## config.mk

```make
export PLATFORM = sky130hd
export DESIGN_NAME = approx_tree_err_monitor_flat
export DESIGN_NICKNAME = d
export VERILOG_FILES = /design/src/rtl/approx_tree_err_monitor_if.sv /design/src/rtl/approx_tree_err_monitor.sv /design/src/flat_wrapper.sv
export SDC_FILE = /design/constraint.sdc
export NUM_CORES = 1
export LEC_CHECK = 0
export ABC_AREA = 0
export CAP_MARGIN = 20
export CORE_MARGIN = 2
export CORE_UTILIZATION = 55
export DETAILED_ROUTE_END_ITERATION = 8
export MAX_ROUTING_LAYER = met4
export PLACE_DENSITY_LB_ADDON = 0.05
export SKIP_CTS_REPAIR_TIMING = 1
export SLEW_MARGIN = 25
export SYNTH_ARGS = -nofsm -noshare
export SYNTH_HDL_FRONTEND = slang
export SYNTH_SLANG_ARGS = --single-unit
```

## constraint.sdc

```tcl
create_clock -name clk -period 5.5 [get_ports clk]
set_clock_uncertainty 0.05 [all_clocks]
set_input_delay 0.55 -clock clk [delete_from_list [all_inputs] [get_ports clk]]
set_output_delay 0.55 -clock clk [all_outputs]
set_load 0.05 [all_outputs]
```

## src/rtl/approx_tree_err_monitor_if.sv

```systemverilog
// Bus between the characterisation harness and the approximate-tree error monitor:
// operands and tree output in, window control and error statistics out.
interface approx_tree_err_monitor_if #(
  parameter int ACC_W = 19,
  parameter int CNT_W = 9
);
  logic [63:0]      ops;
  logic             in_valid;
  logic [10:0]      approx_y;
  logic             start;
  logic             busy;
  logic             res_valid;
  logic [ACC_W-1:0] err_sum;
  logic [10:0]      err_max;
  logic [CNT_W-1:0] err_cnt;
  logic             viol;

  modport master (
    output ops, in_valid, approx_y, start,
    input  busy, res_valid, err_sum, err_max, err_cnt, viol
  );

  modport slave (
    input  ops, in_valid, approx_y, start,
    output busy, res_valid, err_sum, err_max, err_cnt, viol
  );
endinterface

```

## src/rtl/approx_tree_err_monitor.sv

```systemverilog
// Checks an 8-input approximate adder tree against an exact pipelined sum and
// collects error sum / max / nonzero count over a window of WINDOW samples.
//
// state | meaning
// IDLE  | waiting for start; last results held on the outputs
// RUN   | accepting samples and comparing tree output against the exact sum
// DONE  | window complete; res_valid pulse for this one cycle
module approx_tree_err_monitor #(
  parameter int WINDOW = 256,
  parameter int LAT    = 3,
  parameter int ACC_W  = 19,
  parameter int CNT_W  = 9
) (
  input logic clk,
  input logic rst,
  approx_tree_err_monitor_if.slave bus
);

  typedef enum logic [1:0] {IDLE, RUN, DONE} state_t;

  state_t           state, state_next;
  logic [CNT_W-1:0] issue_cnt, cmp_cnt;
  logic [LAT:1]     v_d;
  logic [10:0]      exact;
  logic [10:0]      err;
  logic             issue, cmp, over, last_cmp;

  assign issue    = (state == RUN) && bus.in_valid && (issue_cnt < CNT_W'(WINDOW));
  assign cmp      = v_d[LAT];
  assign over     = bus.approx_y > exact;
  assign err      = over ? 11'd0 : exact - bus.approx_y;
  assign last_cmp = cmp && (cmp_cnt == CNT_W'(WINDOW - 1));

  // Valid bit rides alongside the exact sum so it lands together with the tree output.
  generate
    if (LAT == 1) begin : g_v1
      always_ff @(posedge clk or posedge rst) begin
        if (rst) v_d <= '0;
        else     v_d <= issue;
      end
    end else begin : g_vn
      always_ff @(posedge clk or posedge rst) begin
        if (rst) v_d <= '0;
        else     v_d <= {v_d[LAT-1:1], issue};
      end
    end
  endgenerate

  generate
    if (LAT >= 3) begin : g_staged
      logic [8:0]  s1 [4];
      logic [9:0]  s2 [2];
      logic [10:0] s3;

      always_ff @(posedge clk or posedge rst) begin
        if (rst) begin
          for (int i = 0; i < 4; i++) s1[i] <= '0;
          s2[0] <= '0;
          s2[1] <= '0;
          s3    <= '0;
        end else begin
          for (int i = 0; i < 4; i++)
            s1[i] <= {1'b0, bus.ops[16*i +: 8]} + {1'b0, bus.ops[16*i+8 +: 8]};
          s2[0] <= {1'b0, s1[0]} + {1'b0, s1[1]};
          s2[1] <= {1'b0, s1[2]} + {1'b0, s1[3]};
          s3    <= {1'b0, s2[0]} + {1'b0, s2[1]};
        end
      end

      if (LAT == 3) begin : g_nopad
        assign exact = s3;
      end else begin : g_pad
        logic [10:0] pad [LAT-3];
        always_ff @(posedge clk or posedge rst) begin
          if (rst) begin
            for (int i = 0; i < LAT-3; i++) pad[i] <= '0;
          end else begin
            pad[0] <= s3;
            for (int i = 1; i < LAT-3; i++) pad[i] <= pad[i-1];
          end
        end
        assign exact = pad[LAT-4];
      end
    end else begin : g_short
      // Shorter latency than the staged tree: full sum in one go, then a short delay line.
      logic [10:0] sum_c;
      logic [10:0] dly [LAT];

      always_comb begin
        sum_c = '0;
        for (int i = 0; i < 8; i++) sum_c = sum_c + 11'(bus.ops[8*i +: 8]);
      end

      always_ff @(posedge clk or posedge rst) begin
        if (rst) begin
          for (int i = 0; i < LAT; i++) dly[i] <= '0;
        end else begin
          dly[0] <= sum_c;
          for (int i = 1; i < LAT; i++) dly[i] <= dly[i-1];
        end
      end
      assign exact = dly[LAT-1];
    end
  endgenerate

  always_ff @(posedge clk or posedge rst) begin
    if (rst) state <= IDLE;
    else     state <= state_next;
  end

  always_comb begin
    state_next    = state;
    bus.busy      = 1'b0;
    bus.res_valid = 1'b0;
    case (state)
      IDLE: if (bus.start) state_next = RUN;
      RUN: begin
        bus.busy = 1'b1;
        if (last_cmp) state_next = DONE;
      end
      DONE: begin
        bus.res_valid = 1'b1;
        state_next    = IDLE;
      end
      default: state_next = IDLE;
    endcase
  end

  always_ff @(posedge clk or posedge rst) begin
    if (rst) begin
      issue_cnt   <= '0;
      cmp_cnt     <= '0;
      bus.err_sum <= '0;
      bus.err_max <= '0;
      bus.err_cnt <= '0;
      bus.viol    <= 1'b0;
    end else if (state == IDLE && bus.start) begin
      issue_cnt   <= '0;
      cmp_cnt     <= '0;
      bus.err_sum <= '0;
      bus.err_max <= '0;
      bus.err_cnt <= '0;
      bus.viol    <= 1'b0;
    end else begin
      if (issue) issue_cnt <= issue_cnt + CNT_W'(1);
      if (cmp) begin
        cmp_cnt     <= cmp_cnt + CNT_W'(1);
        bus.err_sum <= bus.err_sum + ACC_W'(err);
        if (err > bus.err_max) bus.err_max <= err;
        if (err != 11'd0)      bus.err_cnt <= bus.err_cnt + CNT_W'(1);
        if (over)              bus.viol    <= 1'b1;
      end
    end
  end

endmodule

```

## src/flat_wrapper.sv

```systemverilog
// flat-port wrapper written by rule: the top's interface ports become plain ports
module approx_tree_err_monitor_flat 
#(
  parameter int WINDOW = 256,
  parameter int LAT    = 3,
  parameter int ACC_W  = 19,
  parameter int CNT_W  = 9
)
  (clk, rst, bus_ops, bus_in_valid, bus_approx_y, bus_start, bus_busy, bus_res_valid, bus_err_sum, bus_err_max, bus_err_cnt, bus_viol);
  approx_tree_err_monitor_if #(.ACC_W(ACC_W), .CNT_W(CNT_W)) bus_i ();
  input logic clk;
  input logic rst;
  input wire logic [$bits(bus_i.ops)-1:0] bus_ops;
  input wire logic [$bits(bus_i.in_valid)-1:0] bus_in_valid;
  input wire logic [$bits(bus_i.approx_y)-1:0] bus_approx_y;
  input wire logic [$bits(bus_i.start)-1:0] bus_start;
  output wire logic [$bits(bus_i.busy)-1:0] bus_busy;
  output wire logic [$bits(bus_i.res_valid)-1:0] bus_res_valid;
  output wire logic [$bits(bus_i.err_sum)-1:0] bus_err_sum;
  output wire logic [$bits(bus_i.err_max)-1:0] bus_err_max;
  output wire logic [$bits(bus_i.err_cnt)-1:0] bus_err_cnt;
  output wire logic [$bits(bus_i.viol)-1:0] bus_viol;
  assign bus_i.ops = bus_ops;
  assign bus_i.in_valid = bus_in_valid;
  assign bus_i.approx_y = bus_approx_y;
  assign bus_i.start = bus_start;
  assign bus_busy = bus_i.busy;
  assign bus_res_valid = bus_i.res_valid;
  assign bus_err_sum = bus_i.err_sum;
  assign bus_err_max = bus_i.err_max;
  assign bus_err_cnt = bus_i.err_cnt;
  assign bus_viol = bus_i.viol;
  approx_tree_err_monitor #(.WINDOW(WINDOW), .LAT(LAT), .ACC_W(ACC_W), .CNT_W(CNT_W)) u_core (.clk(clk), .rst(rst), .bus(bus_i));
endmodule
```

==> flow_summary.ini, run 1 <==
[logic_synthesis]
dominantRegCellSynth = dfrtp_1
syn_inst = 794
yosys_warnings = 0
synth_seq_cells = 130
ys_types = 61
synth-edff-count = 0
synth_area_mm2 = 0.00799
synth_nets = 979
synth-seq-area-share_pct = 40.7
synthArstFlopShare_pct = 100
synth.avg_cell_area_um2 = 10.1

[floorplanning]
die-area_mm2 = 0.0155
die_y_um = 124
initial_core_util_pct = 55.6
fp-row-count = 44
io_pins = 121
fp.coreArea_mm2 = 0.0144
die-width_um = 124

[layout]
final_common_cell = dfrtp_1
layout_common_cells = dfrtp_1 (130), clkdlybuf4s50_1 (120), ha_1 (97)
drive_gt1_share_pct = 6.08
syn2layout_area_growth_pct = 25.2
final_nets = 1110
n_antenna_cell = 0

[timing]
rsz0062_at_grt = no
setup_viol = 0
finalWorstSetupSlack_ns = 0.642
tns_ns = 0
min_period_ns = 4.86
slew_violations = 0
slew_headroom_pct = 53.8
finalHoldViolations = 0
fin_crit_sh_pct = 88.3
fmax_ghz = 0.206
max_slew.worst_pin.slew_ns = 0.693

[global_routing]
grt_max_degree = 78
grt_pass1_vias = 6327
antenna_found_initial = 0
grtUsageTotal_pct = 22.7
grt-ovfl-total = 0
grt_first_pass_wirelength_um = 27900

[worst_setup_path]
endpoint_kind = flip-flop
crit_arrival_ns = 5.07
path_class = input pin to flip-flop
startpoint_type = input pin
worstPathRequired_ns = 5.71
cp_max_fo = 11

[detailed_routing]
viasPerCell = 5.42
antenna_left = 0
route.vias.total = 6076
dr.pass1.iters = 4
drt_iter0_markers = 396
wirelength_um = 16300
drc = 0
wl_per_cell_um = 14.5

[clock_network]
h-tree-depth = 4
cts-root-buf = clkbuf_16
clk_pin_slew_worst_paths_ns = 0.06
cts_buffer_depth = 2
cts_tree = yes
cts_made_buffers = 17
clock_latency_ns = 0.41
cts_num_sinks = 130

[placed_design]
io_buffers = 120
place.gp.congestion = 0.847
dpl.hpwl_um = 12400
pre_cts_ws_ns = 0.217

[pwr]
power_leakage_nw = 4.84
ir_drop_mv = 0.284
p_per_area_mw_per_mm2 = 563

[min_path]
min_path_type = flip-flop to flip-flop

[run_status]
status = finished, final reports clean

[run]
maxCapViolCount = 0
[power by group]
group	switching [mW]	total [mW]	internal, mW
logic	1.67	2.96	1.29
clock network	0.426	1.14	0.717
registers	0.241	1.53	1.29
total	2.33	5.63	3.30
[worst max-delay path, cell delays in order]
cell	delay [ns]
clkdlybuf4s50_1	0.45
inv_1	0.04
ha_1	0.37
a211o_1	0.33
or3_4	0.36
o211ai_2	0.18
a21oi_1	0.11
nor2_1	0.15
buf_4	0.19
nor2b_1	0.11
fa_1	0.44
a21o_1	0.20
a21oi_1	0.28
o21ai_0	0.13
a31o_2	0.26
a31o_2	0.26
a31oi_1	0.41
or3_1	0.17
a21oi_1	0.07
[synth_stat cells, drive strengths merged (4+ instances only)]
| cell type | number | area [µm²] |
|---|---|---|
| a211oi | 6 | 55.1 |
| a21boi | 5 | 37.5 |
| a21o | 26 | 196 |
| a21oi | 59 | 307 |
| a31o | 5 | 43.8 |
| and3 | 5 | 32.5 |
| buf | 4 | 28.8 |
| clkbuf | 8 | 30.0 |
| dfrtp | 130 | 3250 |
| fa | 9 | 180 |
| ha | 97 | 1210 |
| inv | 84 | 315 |
| mux2i | 26 | 260 |
| nand2 | 33 | 124 |
| nand2b | 11 | 68.8 |
| nand3 | 8 | 40.0 |
| nand4 | 13 | 87.6 |
| nor2 | 75 | 282 |
| nor2b | 9 | 56.3 |
| nor3 | 4 | 20.0 |
| nor3b | 4 | 40.0 |
| o21a | 5 | 37.5 |
| o21ai | 39 | 199 |
| o21bai | 12 | 90.1 |
| or3 | 13 | 86.3 |
| xnor2 | 45 | 394 |
| xor2 | 25 | 219 |
[per-layer routing]
layer	track usage (%)	vias to the layer above	part of all wire, %
met2	41.4	133	53
li1	-	3003	-
met3	3.99	30	3.5
met1	24.9	2910	42
met4	7.93	0	2.1
met5	-	-	0
[final timing paths]
kind	from	endpoint	slack, ns	depth (start not counted)
worst max-delay path	bus_approx_y[4]	u_core.bus.err_sum[16]	0.64	19
worst min-delay path	u_core.v_d[2]	u_core.v_d[3]	0.30	0
worst max register to register	u_core.exact[4]	u_core.bus.err_sum[16]	0.92	17
worst min register to register	u_core.v_d[2]	u_core.v_d[3]	0.30	0
max in group asynchronous	rst	u_core.bus.err_max[9]	3.64	3
min in group asynchronous	rst	u_core.g_staged.s1[25]	0.58	2
[state kept, by name, indices dropped and copies added, names as in the netlist]
| signal | cells |
|---|---|
| u_core.cmp_cnt | 9 |
| u_core.bus.viol | 1 |
| u_core.state | 2 |
| u_core.exact | 11 |
| u_core.bus.err_max | 11 |
| u_core.bus.err_cnt | 9 |
| u_core.v_d | 3 |
| u_core.issue_cnt | 9 |
| u_core.g_staged.s2 | 20 |
| u_core.g_staged.s1 | 36 |
| u_core.bus.err_sum | 19 |
[cell families after synthesis]
family	after synthesis	synth area share, %
and+or+nand+nor	188	11.7
AOI/OAI and AO/OA	177	14.3
DFF	130	40.7
adders and majority gates	106	17.5
buffers and inverters	97	4.79
xor gates and xnor gates	70	7.68
muxes	26	3.26
[through the flow]
| step | power (mW) | std cells | area, µm² | hold WS, ns | utilization (%) |
|---|---|---|---|---|---|
| 4_1_cts | 5.67 | 1122 | 9990 | 0.299 | 69.6 |
| 3_5_place_dp | 4.48 | 1090 | 9390 | 0.288 | 65.4 |
| 3_3_place_gp | 4.38 | 1090 | 9390 | 0.282 | 65.4 |
| 6_report | 5.63 | 1122 | 10000 | 0.298 | 69.6 |
| 2_1_floorplan | 3.72 | 794 | 7990 | 0.281 | - |
| 5_1_grt | 6.05 | 1122 | 10000 | 0.309 | 69.6 |
[area by class of cell]
class	count	area (µm²)
Clock inverter	11	124
Fill cell	1073	4370
Clock buffer	21	480
Tap cell	184	230
Inverter	84	320
Timing Repair Buffer	125	1240
Multi-Input combinational cell	567	4350
Sequential cell	130	3250
Power figures use the tool's default switching activity.
==> run 2, diff against run 1 <==
Settings changed: CTS_CLUSTER_SIZE from default to 16.
==> results of run 2 <==
The final DEF is identical to that of run 1; final timing and power are the same.
==> run 3, diff against run 2 <==
Settings changed: DONT_BUFFER_PORTS from default to 1.
==> run 3 against run 2 <==
  * Fmax rose by 4.4%
  * Sequential cell count is the same
  * Global-route usage shrank 1.5 points
  * Final cell count decreased by 11%
  * Clock-buffer cell count rose by 4
  * Utilization fell by 8.2 points
  * Worst setup slack better by 0.20 ns
  * First-iteration DRC count down 36%
  * Register-to-register slack worse by 0.07 ns
  * Combinational power shrank 20%
  * Routed wire length fell by 9.0%
  * Critical path type is now flip-flop to flip-flop
  * Critical endpoint unchanged
==> flow_summary.ini, run 3 (synthesis gave the netlist of run 1 again) <==
[clock_network]
cts_num_sinks = 130
cts-root-buf = clkbuf_16
h-tree-depth = 4
clock_latency_ns = 0.41
cts_buffer_depth = 2
cts_made_buffers = 17
cts_tree = yes
clk_pin_slew_worst_paths_ns = 0.06

[layout]
reg.largest.list = u_core.g_staged.s1 x36, u_core.g_staged.s2 x20, u_core.bus.err_sum x19
syn2layout_area_growth_pct = 10.4
n_antenna_cell = 0
final_nets = 989
nFillCells = 1210
drive_gt1_share_pct = 6.61
layout_common_cells = dfrtp_1 (130), ha_1 (97), inv_1 (83)
regMostFlops = u_core.g_staged.s1
final_common_cell = dfrtp_1
fin_area_mm2 = 0.00882
largest_reg_flops = 36
final_core_util_pct = 61.4

[timing]
slew_headroom_pct = 38.1
setup_viol = 0
tns_ns = 0
fin_crit_sh_pct = 84.6
fmax_ghz = 0.215
rsz0062_at_grt = no
min_period_ns = 4.65
slew_violations = 0
finalHoldViolations = 0
max_slew.worst_pin.slew_ns = 0.927

[worst_setup_path]
endpoint_kind = flip-flop
cp-endpoint = u_core.bus.err_sum[16]
path_class = flip-flop to flip-flop
reg2reg_depth = 18
startpoint = u_core.exact[4]
worst_r2r_startpoint = u_core.exact[4]
cp_max_fo = 12
ff2ff_setup_slack_ns = 0.85
startpoint_type = flip-flop
worstPathRequired_ns = 5.71
crit_arrival_ns = 4.87
r2r_end = u_core.bus.err_sum[16]

[global_routing]
grt_max_degree = 67
antenna_found_initial = 0
grt_pass1_vias = 5722
grt-ovfl-total = 0
grtUsageTotal_pct = 21.2
grt_first_pass_wirelength_um = 25800

[detailed_routing]
wirelength_um = 14900
route.vias.total = 5469
viasPerCell = 5.46
dr.pass1.iters = 4
antenna_left = 0
drc = 0
wl_per_cell_um = 14.8
drt_iter0_markers = 255

[run]
maxCapViolCount = 0

[placed_design]
dpl_cell_area_mm2 = 0.00818
dpl.hpwl_um = 11400
place.gp.congestion = 0.883
io_buffers = 0

[pwr]
total_power_mw = 5.39
power_leakage_nw = 4.39
ir_drop_mv = 0.237
p_per_area_mw_per_mm2 = 611

[min_path]
min_path_type = input pin to asynchronous set/reset pin

[floorplanning]
die_y_um = 124
fp-row-count = 44
die-width_um = 124
fp.coreArea_mm2 = 0.0144
io_pins = 121
initial_core_util_pct = 55.6
die-area_mm2 = 0.0155

[run_status]
status = finished, final reports clean
[run 3: metrics by stage]
stage	instances	setup slack (ns)	hold WS [ns]
6_report	1001	0.846	0.128
5_1_grt	1001	0.521	0.195
4_1_cts	1001	0.835	0.152
3_5_place_dp	969	0.632	0.293
3_3_place_gp	969	0.751	0.292
2_1_floorplan	794	0.963	0.281
[run 3: how the worst min path moves through the flow]
stage,start,slack (ns),endpoint
global route,rst,0.20,u_core.issue_cnt[4]
detailed placement,u_core.v_d[2],0.29,u_core.v_d[3]
finish,rst,0.13,u_core.issue_cnt[6]
global placement,u_core.v_d[2],0.29,u_core.v_d[3]
CTS,rst,0.15,u_core.issue_cnt[4]
floorplan,u_core.v_d[1],0.28,u_core.v_d[2]
[run 3: layer usage]
metal  GRT usage [%]  vias up  share of wire [%]
li1                -     2760                  -
met1            24.2     2569                 44
met2            36.6      121                 51
met3            5.41       19                3.7
met4            6.54        0                1.9
met5               -        -                  0
[run 3: worst max-delay path, stage by stage, from the launching register on]
cell and delay, ns:
dfrtp_1 0.37, ha_1 0.35, a211o_1 0.33, or3_4 0.36
o211ai_2 0.18, a21oi_1 0.10, nor2_1 0.09, buf_4 0.18
nor2_1 0.08, ha_1 0.21, fa_1 0.41, a21o_1 0.20
a21oi_1 0.25, o21ai_0 0.13, a31o_2 0.25, a31o_2 0.26
a31oi_1 0.45, or3_1 0.19, a21oi_1 0.06
[run 3: layout make-up]
cell class | count | area (µm²) | share of cell area, %
timing repair buffer | 4 | 30.0 | 0.341
inverter | 84 | 318 | 3.60
multi-input combinational | 567 | 4350 | 49.4
clock inverter | 7 | 119 | 1.35
clock buffer | 25 | 515 | 5.85
tap | 184 | 230 | 2.61
sequential | 130 | 3250 | 36.9
[run 3: power breakdown]
| part | switching, mW | total, mW | internal (mW) |
|---|---|---|---|
| clock | 0.397 | 1.18 | 0.787 |
| combinational | 1.27 | 2.36 | 1.08 |
| sequential | 0.567 | 1.85 | 1.28 |
